File: config.mk
export PLATFORM = sky130hd
export DESIGN_NAME = vga_sync_monitor
export DESIGN_NICKNAME = d
export VERILOG_FILES = /design/src/rtl/vga_sync_monitor.sv
export SDC_FILE = /design/constraint.sdc
export NUM_CORES = 1
export LEC_CHECK = 0
export CAP_MARGIN = 5
export CORE_ASPECT_RATIO = 0.7
export CORE_MARGIN = 2
export CORE_UTILIZATION = 53
export CTS_BUF_LIST = sky130_fd_sc_hd__clkbuf_4
export DETAILED_ROUTE_END_ITERATION = 8
export GPL_ROUTABILITY_DRIVEN = 1
export PLACE_DENSITY_LB_ADDON = 0.05
export SLEW_MARGIN = 20
export SYNTH_ARGS = -nofsm -noshare
export SYNTH_HDL_FRONTEND = slang
export SYNTH_SLANG_ARGS = --single-unit
File: constraint.sdc
create_clock -name clk -period 4.7 [get_ports clk]
set_input_delay 0.94 -clock clk [delete_from_list [all_inputs] [get_ports clk]]
set_output_delay 0.94 -clock clk [all_outputs]
set_load 0.01 [all_outputs]
File: src/rtl/vga_sync_monitor.sv
// rtl/vga_sync_monitor.sv - VGA sync/blank timing checker with lock, sticky errors and frame counter
// Optional active-pixel counter enabled by defining VGA_MON_ACTIVE_CNT_EN.
module vga_sync_monitor #(
  parameter int unsigned H_TOTAL  = 800,
  parameter int unsigned H_SYNC_W = 96,
  parameter int unsigned V_TOTAL  = 525,
  parameter int unsigned V_SYNC_W = 2
) (
  input  logic        clk,
  input  logic        reset,
  input  logic        h_sync,
  input  logic        v_sync,
  input  logic [2:0]  RGB,
  input  logic        err_clr,
  output logic        locked,
  output logic        frame_pulse,
  output logic [4:0]  err_flags,
  output logic [15:0] frame_count,
  output logic [11:0] last_line_len,
  output logic [10:0] last_frame_lines
`ifdef VGA_MON_ACTIVE_CNT_EN
  ,
  output logic [19:0] active_pix_cnt
`endif
);

  typedef enum logic [1:0] {SEARCH, ACQUIRE, LOCKED} state_t;

  localparam logic [11:0] H_TOTAL_C  = 12'(H_TOTAL);
  localparam logic [11:0] H_SYNC_W_C = 12'(H_SYNC_W);
  localparam logic [10:0] V_TOTAL_C  = 11'(V_TOTAL);
  localparam logic [10:0] V_SYNC_W_C = 11'(V_SYNC_W);

  state_t      state_q;
  logic        h_dly_q, v_dly_q, hv_q, fe_q;
  logic [11:0] hcnt_q, hwcnt_q;
  logic [10:0] vline_q, vwcnt_q;
  logic        locked_q, frame_pulse_q;
  logic [4:0]  err_flags_q;
  logic [15:0] frame_count_q;
  logic [11:0] last_line_len_q;
  logic [10:0] last_frame_lines_q;

  logic        h_fall, h_rise, v_fall, v_rise, any_err;
  logic [11:0] hcnt_d, hwcnt_d;
  logic [10:0] vline_d, vwcnt_d;
  logic [4:0]  err_now;

  assign h_fall = h_dly_q & ~h_sync;
  assign h_rise = ~h_dly_q & h_sync;
  assign v_fall = v_dly_q & ~v_sync;
  assign v_rise = ~v_dly_q & v_sync;

  // Saturating increments of every measurement counter.
  assign hcnt_d  = (hcnt_q  == 12'hFFF) ? hcnt_q  : hcnt_q  + 12'd1;
  assign hwcnt_d = (hwcnt_q == 12'hFFF) ? hwcnt_q : hwcnt_q + 12'd1;
  assign vline_d = (vline_q == 11'h7FF) ? vline_q : vline_q + 11'd1;
  assign vwcnt_d = (vwcnt_q == 11'h7FF) ? vwcnt_q : vwcnt_q + 11'd1;

  always_comb begin
    err_now = '0;
    if (state_q != SEARCH) begin
      err_now[0] = h_fall & hv_q & (hcnt_d != H_TOTAL_C);
      err_now[1] = h_rise & hv_q & (hwcnt_q != H_SYNC_W_C);
      err_now[2] = v_fall & (vline_q != V_TOTAL_C);
      err_now[3] = v_rise & (vwcnt_q != V_SYNC_W_C);
      err_now[4] = (RGB != 3'b000) & (~h_sync | ~v_sync);
    end
  end

  assign any_err = |err_now;

`ifdef VGA_MON_ACTIVE_CNT_EN
  logic [19:0] apc_q, active_pix_cnt_q;
  assign active_pix_cnt = active_pix_cnt_q;

  always_ff @(posedge clk) begin
    if (reset) begin
      apc_q            <= '0;
      active_pix_cnt_q <= '0;
    end else if (v_fall) begin
      active_pix_cnt_q <= apc_q;
      apc_q            <= '0;
    end else if (RGB != 3'b000 && apc_q != 20'hFFFFF) begin
      apc_q <= apc_q + 20'd1;
    end
  end
`endif

  always_ff @(posedge clk) begin
    if (reset) begin
      state_q            <= SEARCH;
      h_dly_q            <= 1'b1;
      v_dly_q            <= 1'b1;
      hv_q               <= 1'b0;
      fe_q               <= 1'b0;
      hcnt_q             <= '0;
      hwcnt_q            <= '0;
      vline_q            <= '0;
      vwcnt_q            <= '0;
      locked_q           <= 1'b0;
      frame_pulse_q      <= 1'b0;
      err_flags_q        <= '0;
      frame_count_q      <= '0;
      last_line_len_q    <= '0;
      last_frame_lines_q <= '0;
    end else begin
      h_dly_q       <= h_sync;
      v_dly_q       <= v_sync;
      frame_pulse_q <= 1'b0;
      err_flags_q   <= (err_clr ? 5'b00000 : err_flags_q) | err_now;

      if (h_fall) begin
        hcnt_q          <= '0;
        last_line_len_q <= hcnt_d;
        hv_q            <= 1'b1;
      end else begin
        hcnt_q <= hcnt_d;
      end

      if (h_rise)       hwcnt_q <= '0;
      else if (!h_sync) hwcnt_q <= hwcnt_d;

      // An h_fall coincident with v_fall is the first line of the new frame.
      if (v_fall) begin
        last_frame_lines_q <= vline_q;
        vline_q            <= h_fall ? 11'd1 : 11'd0;
        vwcnt_q            <= h_fall ? 11'd1 : 11'd0;
      end else if (h_fall) begin
        vline_q <= vline_d;
        if (!v_sync) vwcnt_q <= vwcnt_d;
      end

      case (state_q)
        SEARCH: begin
          if (v_fall) begin
            state_q <= ACQUIRE;
            fe_q    <= 1'b0;
          end
        end
        ACQUIRE: begin
          if (v_fall) begin
            frame_pulse_q <= 1'b1;
            fe_q          <= 1'b0;
            if (!fe_q && !any_err) begin
              state_q  <= LOCKED;
              locked_q <= 1'b1;
            end
          end else if (any_err) begin
            fe_q <= 1'b1;
          end
        end
        LOCKED: begin
          if (any_err) begin
            state_q       <= ACQUIRE;
            locked_q      <= 1'b0;
            fe_q          <= ~v_fall;
            frame_pulse_q <= v_fall;
          end else if (v_fall) begin
            frame_pulse_q <= 1'b1;
            frame_count_q <= frame_count_q + 16'd1;
          end
        end
        default: state_q <= SEARCH;
      endcase
    end
  end

  assign locked           = locked_q;
  assign frame_pulse      = frame_pulse_q;
  assign err_flags        = err_flags_q;
  assign frame_count      = frame_count_q;
  assign last_line_len    = last_line_len_q;
  assign last_frame_lines = last_frame_lines_q;

endmodule

Word-level counts from Yosys, hierarchy flattened. Index checks and enable logic that the tools add are counted.

Bitwise gates (word level): 20. $lt $le $gt $ge: 0. Reductions and logical operators: 19. $mul: 0. Eq/ne operators: 18. Mux-type cells: 28. Shifts and indexed selects: 0. Add/sub/neg operators: 5. Divide/modulo/power cells: 0.

Operators with widths (count): $mux W11 (7); $add A12 B1 Y12 const B (2); $eq A12 B12 Y1 const B (2); $add A11 B1 Y11 const B (2); $eq A11 B11 Y1 const B (2); $add A16 B1 Y16 const B (1); $mux W12 (1); $ne A12 B10 Y1 const B (1); $ne A12 B7 Y1 const B (1); $ne A2 B2 Y1 const B (6); $reduce_and A4 Y1 (3); $and A1 B1 Y1 (11); $ne A11 B10 Y1 const B (1); $ne A11 B2 Y1 const B (1); $mux W1 (10); $mux W5 (2); $mux W2 (4); $not A1 Y1 (7); $pmux W2 S3 (1); $reduce_and A3 Y1 (2); $reduce_bool A2 Y1 (3); $reduce_bool A3 Y1 (2); $or A5 B5 Y5 (1); $reduce_or A5 Y1 (1); 12 further kinds (16).

Logic and storage cells: 105. Memories kept: 0. Bits in latches: 0. Flip-flop bits (word level): 98. Memory bits (read-only): 0. RAM bits: 0.

Logic depth before layout (Yosys ltp).
Word-level depth: 11. Gate-level depth with buffers: 11. Mapped depth without buffers: 9.

Worst setup path after synthesis. No wires, ideal clock.

Path type: input to register. From: in v_sync. To: reg frame_count_q[15] (netlist: frame_count[15]). Cell stages on the path: 8. Setup time: 0.115 ns. Slack: 2.102 ns. Arrival: 2.483 ns. Buffers on the path: 1. Path through: or3b_2 a31oi_1 nor4_1 and3_1 o2111ai_2 buf_6 o31a_1 o21a_1.

Longest elaborated chain between the ends: 7. Elaborated cells on any way between the ends: 11. Classes of those cells: mux (1); bitwise (8); reduce/logical (2).

Ends and longest elaborated chain: start, declared (line 12) `input logic v_sync,`; $not A1 Y1 (line 51, 67); $and A1 B1 Y1 / $or A1 B1 Y1 (equally long branches) (line 51, 67); $and A1 B1 Y1 (on tied branches) (line 65, 67); $mux W5 (line 62) `if (state_q != SEARCH) begin`; $reduce_or A5 Y1 (line 71) `assign any_err = |err_now;`; $not A1 Y1 (no source line); $reduce_and A3 Y1 (no source line) *; end signal, assigned (line 161) `frame_count_q <= frame_count_q + 16'd1;`; end, declared (line 40) `logic [15:0] frame_count_q;`.

Mark *: on every way between the ends. The rest lies on a longest branch, timed or not. A chain may end at the register's enable or synchronous reset.

Final worst setup path.
From: in v_sync. To: reg frame_count_q[9] (netlist: frame_count[9]).

Same word-level chain as after synthesis.

==> results.sh <==
export IMPL_grtUsageTotal=0.217
export IMPL_critPathRequiredTime_ps=5080
export IMPL_clock_sinks=98
export IMPL_post_route_min_period_ps=3240
export IMPL_clkTransAtPathRegs_ps=140
export IMPL_syn_area_sq_mm=0.00452
export IMPL_relSlewSlack=0.526
export IMPL_period_share=0.690
export IMPL_min_delay_path_class="flip-flop to flip-flop"
export IMPL_cts_buffers=9
export IMPL_outcome="complete, no violations"
export IMPL_maxSlewViolCount=0
export IMPL_yosysWarnings=0
export IMPL_die_x_um=114
export IMPL_crit_buf_inv=2
export IMPL_hold_depth=2
export IMPL_crit_chain="clkdlybuf4s50_1 > nand2b_1 > buf_4 > a311oi_1 > nor4_1 > and3_1 > o2111ai_2 > or3_2 > a21oi_1"
export IMPL_synthFlopType="dfxtp_1"
export IMPL_r2r_end="frame_count[9]"
export IMPL_tightest_slew_ps=706
export IMPL_gr_total_overflow=0
export IMPL_cpLargestDelayFamily="simple AND/OR/NAND/NOR gates"
export IMPL_seq_power_share=0.570
export IMPL_root_buffer="clkbuf_4"
export IMPL_r2r_cells=9
export IMPL_final_core_util=0.624
export IMPL_startpoint_type="input port"
export IMPL_syn_inst=536
export IMPL_dp_cells=673
export IMPL_drv_cap=0
export IMPL_syn_avg_cell_area_sq_um=8.44
export IMPL_initial_core_util=0.540
export IMPL_drt_vias_per_instance=5.54
export IMPL_cts_resized=0
export IMPL_worstHoldStart="last_frame_lines[6]"
export IMPL_drc_errors=0
export IMPL_fin_nets=600
export IMPL_clock_skew_ps=27.2
export IMPL_core_sq_mm=0.00837
export IMPL_area_growth_pct=15.4
export IMPL_switching_share=0.281
export IMPL_ant_nets=0
export IMPL_clock_fmax_mhz=308
export IMPL_slowest_stage="clkdlybuf4s50_1"
export IMPL_crit_fanout=15
export IMPL_switchingPower_mw=0.436
export IMPL_cts_tree="yes"
export IMPL_rr_startpoint="vwcnt_q[0]"
export IMPL_rows=28
export IMPL_drt_wl_total_um=9720
export IMPL_firstDrtPassIters=4
export IMPL_port_buffer_count=53
export IMPL_stdcell_count=689
export IMPL_ios=54
export IMPL_ff2ff_setup_slack_ps=1620
export IMPL_dr_first_iter_drc_count=278
export IMPL_synth_edf_count=0
export IMPL_wl_per_cell_um=14.1
export IMPL_critPathCaptureType="flip-flop"
export IMPL_yosys_cell_types_count=54
export IMPL_ys_seq_area_frac=0.434
export IMPL_post_dp_hpwl_um=6920
export IMPL_gp_congestion=0.887
export IMPL_drive_above_1_share=0.0599
export IMPL_min_to="last_frame_lines[6]"
export IMPL_finalSetupTns_ps=0
export IMPL_p_int_mw=1.12
export IMPL_grt_max_degree=51
export IMPL_grt_pass1_wl_um=16000
export IMPL_syn_nets=557
export IMPL_vias=3815
export IMPL_clkLatencyLatePin_ps=460
export IMPL_crit_type="input port to flip-flop"
export IMPL_setup_viol=0
export IMPL_hold_violations=0
export IMPL_worstPathArrival_ps=3630
export IMPL_peakVddDrop_mv=0.226
export IMPL_grt_pass1_vias=3302
export IMPL_die_area_sq_mm=0.00930
export IMPL_holdWs_ps=464
export IMPL_h_tree_depth=3
export IMPL_antenna_cells=0
export IMPL_cp_slowest_stage_delay_ps=550
export IMPL_fill_cells=744
export IMPL_synthArstFlopShare=0
export IMPL_die_y_um=81.3
export IMPL_postCtsSetupBuffers=0
export IMPL_cts_hold_buffers_added=0
export IMPL_rsz0062_at_grt="no"
export IMPL_leakage_nw=1.78
export IMPL_ys_seq_elements=98
export IMPL_p_per_area_mw_per_mm2=297
export IMPL_p_comb_frac=0.147
export IMPL_clockPowerShare=0.283
export IMPL_antenna_found_initial=0
export IMPL_cts_buffer_depth=2
## final cells by class
type                       count  area (sq um)  area share
multi-input combinational    392          2350       0.451
clock inverter                 7          70.1      0.0134
timing repair buffer          58           563       0.108
sequential                    98          1960       0.376
inverter                      20          75.1      0.0144
clock buffer                   9          67.6      0.0129
tap                          105           131      0.0252
## cell families after synthesis
family	after synthesis	share of synthesized area
AOI/OAI and AO/OA	110	0.159
xor gates and xnor gates	30	0.0581
adders and majority gates	13	0.0360
buffers and inverters	46	0.0462
DFF	98	0.434
muxes	8	0.0177
and+or+nand+nor	231	0.250
## worst min-delay path, cell delays in order, from the launching register on
cell and delay, ps:
dfxtp_1 330, nand2_1 50, a21oi_1 50
## synth_stat cells (3+ instances only)
library cell | n | area (sq um)
xnor2_1 | 14 | 123
inv_1 | 20 | 75.1
a21oi_1 | 45 | 225
o21a_1 | 5 | 37.5
dfxtp_1 | 98 | 1960
clkbuf_2 | 3 | 15.0
o21ai_0 | 20 | 100
a41oi_1 | 3 | 26.3
nor2_1 | 75 | 282
or3_2 | 3 | 22.5
nand2b_1 | 4 | 25.0
a211oi_1 | 10 | 75.1
and3_1 | 7 | 43.8
or2_2 | 3 | 18.8
a31oi_1 | 5 | 31.3
buf_6 | 3 | 33.8
nand2_1 | 51 | 191
nor3b_1 | 3 | 22.5
nand4_1 | 10 | 62.6
clkbuf_1 | 14 | 52.6
nor3_1 | 12 | 60.1
nand3_1 | 23 | 115
xor2_1 | 16 | 140
nor2b_1 | 4 | 25.0
or3_1 | 14 | 87.6
and2_1 | 3 | 18.8
nor4_1 | 7 | 43.8
o211ai_1 | 6 | 45.0
mux2i_1 | 8 | 80.1
ha_1 | 13 | 163
and4_1 | 3 | 26.3
## stage by stage
| stage | total power [mW] | worst slack [ps] | instance area [sq um] |
|---|---|---|---|
| global route | 1.63 | 1160 | 5220 |
| detailed placement | 1.13 | 1010 | 5080 |
| finish | 1.55 | 1460 | 5220 |
| floorplan | 1.05 | 2100 | 4520 |
| CTS | 1.57 | 1490 | 5220 |
| global placement | 1.12 | 1110 | 5080 |
## cells in the final DEF (no fill, tap or decap), types with 14 or more instances in the layout
cell,n
clkdlybuf4s50_1,52
inv_1,20
o21ai_0,20
or3_1,14
dfxtp_1,98
a21oi_1,45
xnor2_1,14
nor2_1,75
nand3_1,23
nand2_1,51
xor2_1,16
## routing by layer
metal  track usage  part of all wire  up-vias
li1              -                 -     1974
met1         0.315              0.50     1733
met2         0.319              0.43       93
met3        0.0530             0.056       15
met4        0.0659             0.013        0
met5             0                 0        -
## power by group through the flow
| stage | registers [mW] | clock network, mW | logic, mW |
|---|---|---|---|
| floorplan | 0.903 | 0 | 0.149 |
| global placement | 0.902 | 0 | 0.222 |
| detailed placement | 0.902 | 0 | 0.228 |
| CTS | 0.885 | 0.455 | 0.229 |
| global route | 0.890 | 0.486 | 0.259 |
| finish | 0.884 | 0.440 | 0.229 |
## registers in the layout, summed over array words and instances (netlist names), 2 cells and up
signal,cells
frame_count,16
hcnt_q,12
hwcnt_q,12
last_line_len,12
last_frame_lines,11
vline_q,11
vwcnt_q,11
err_flags,5
state_q,2
## worst max-delay path by stage
| stage | start | endpoint | slack [ps] | depth (start not counted) |
|---|---|---|---|---|
| after global placement | v_sync | frame_count[9] | 1110 | 9 |
| after detailed placement | v_sync | frame_count[5] | 1010 | 9 |
| after global routing | v_sync | frame_count[9] | 1160 | 9 |
| after CTS | v_sync | frame_count[5] | 1490 | 9 |
| final | v_sync | frame_count[9] | 1460 | 9 |
| after floorplan | v_sync | frame_count[15] | 2100 | 8 |
(Power assumes the default switching activity.)
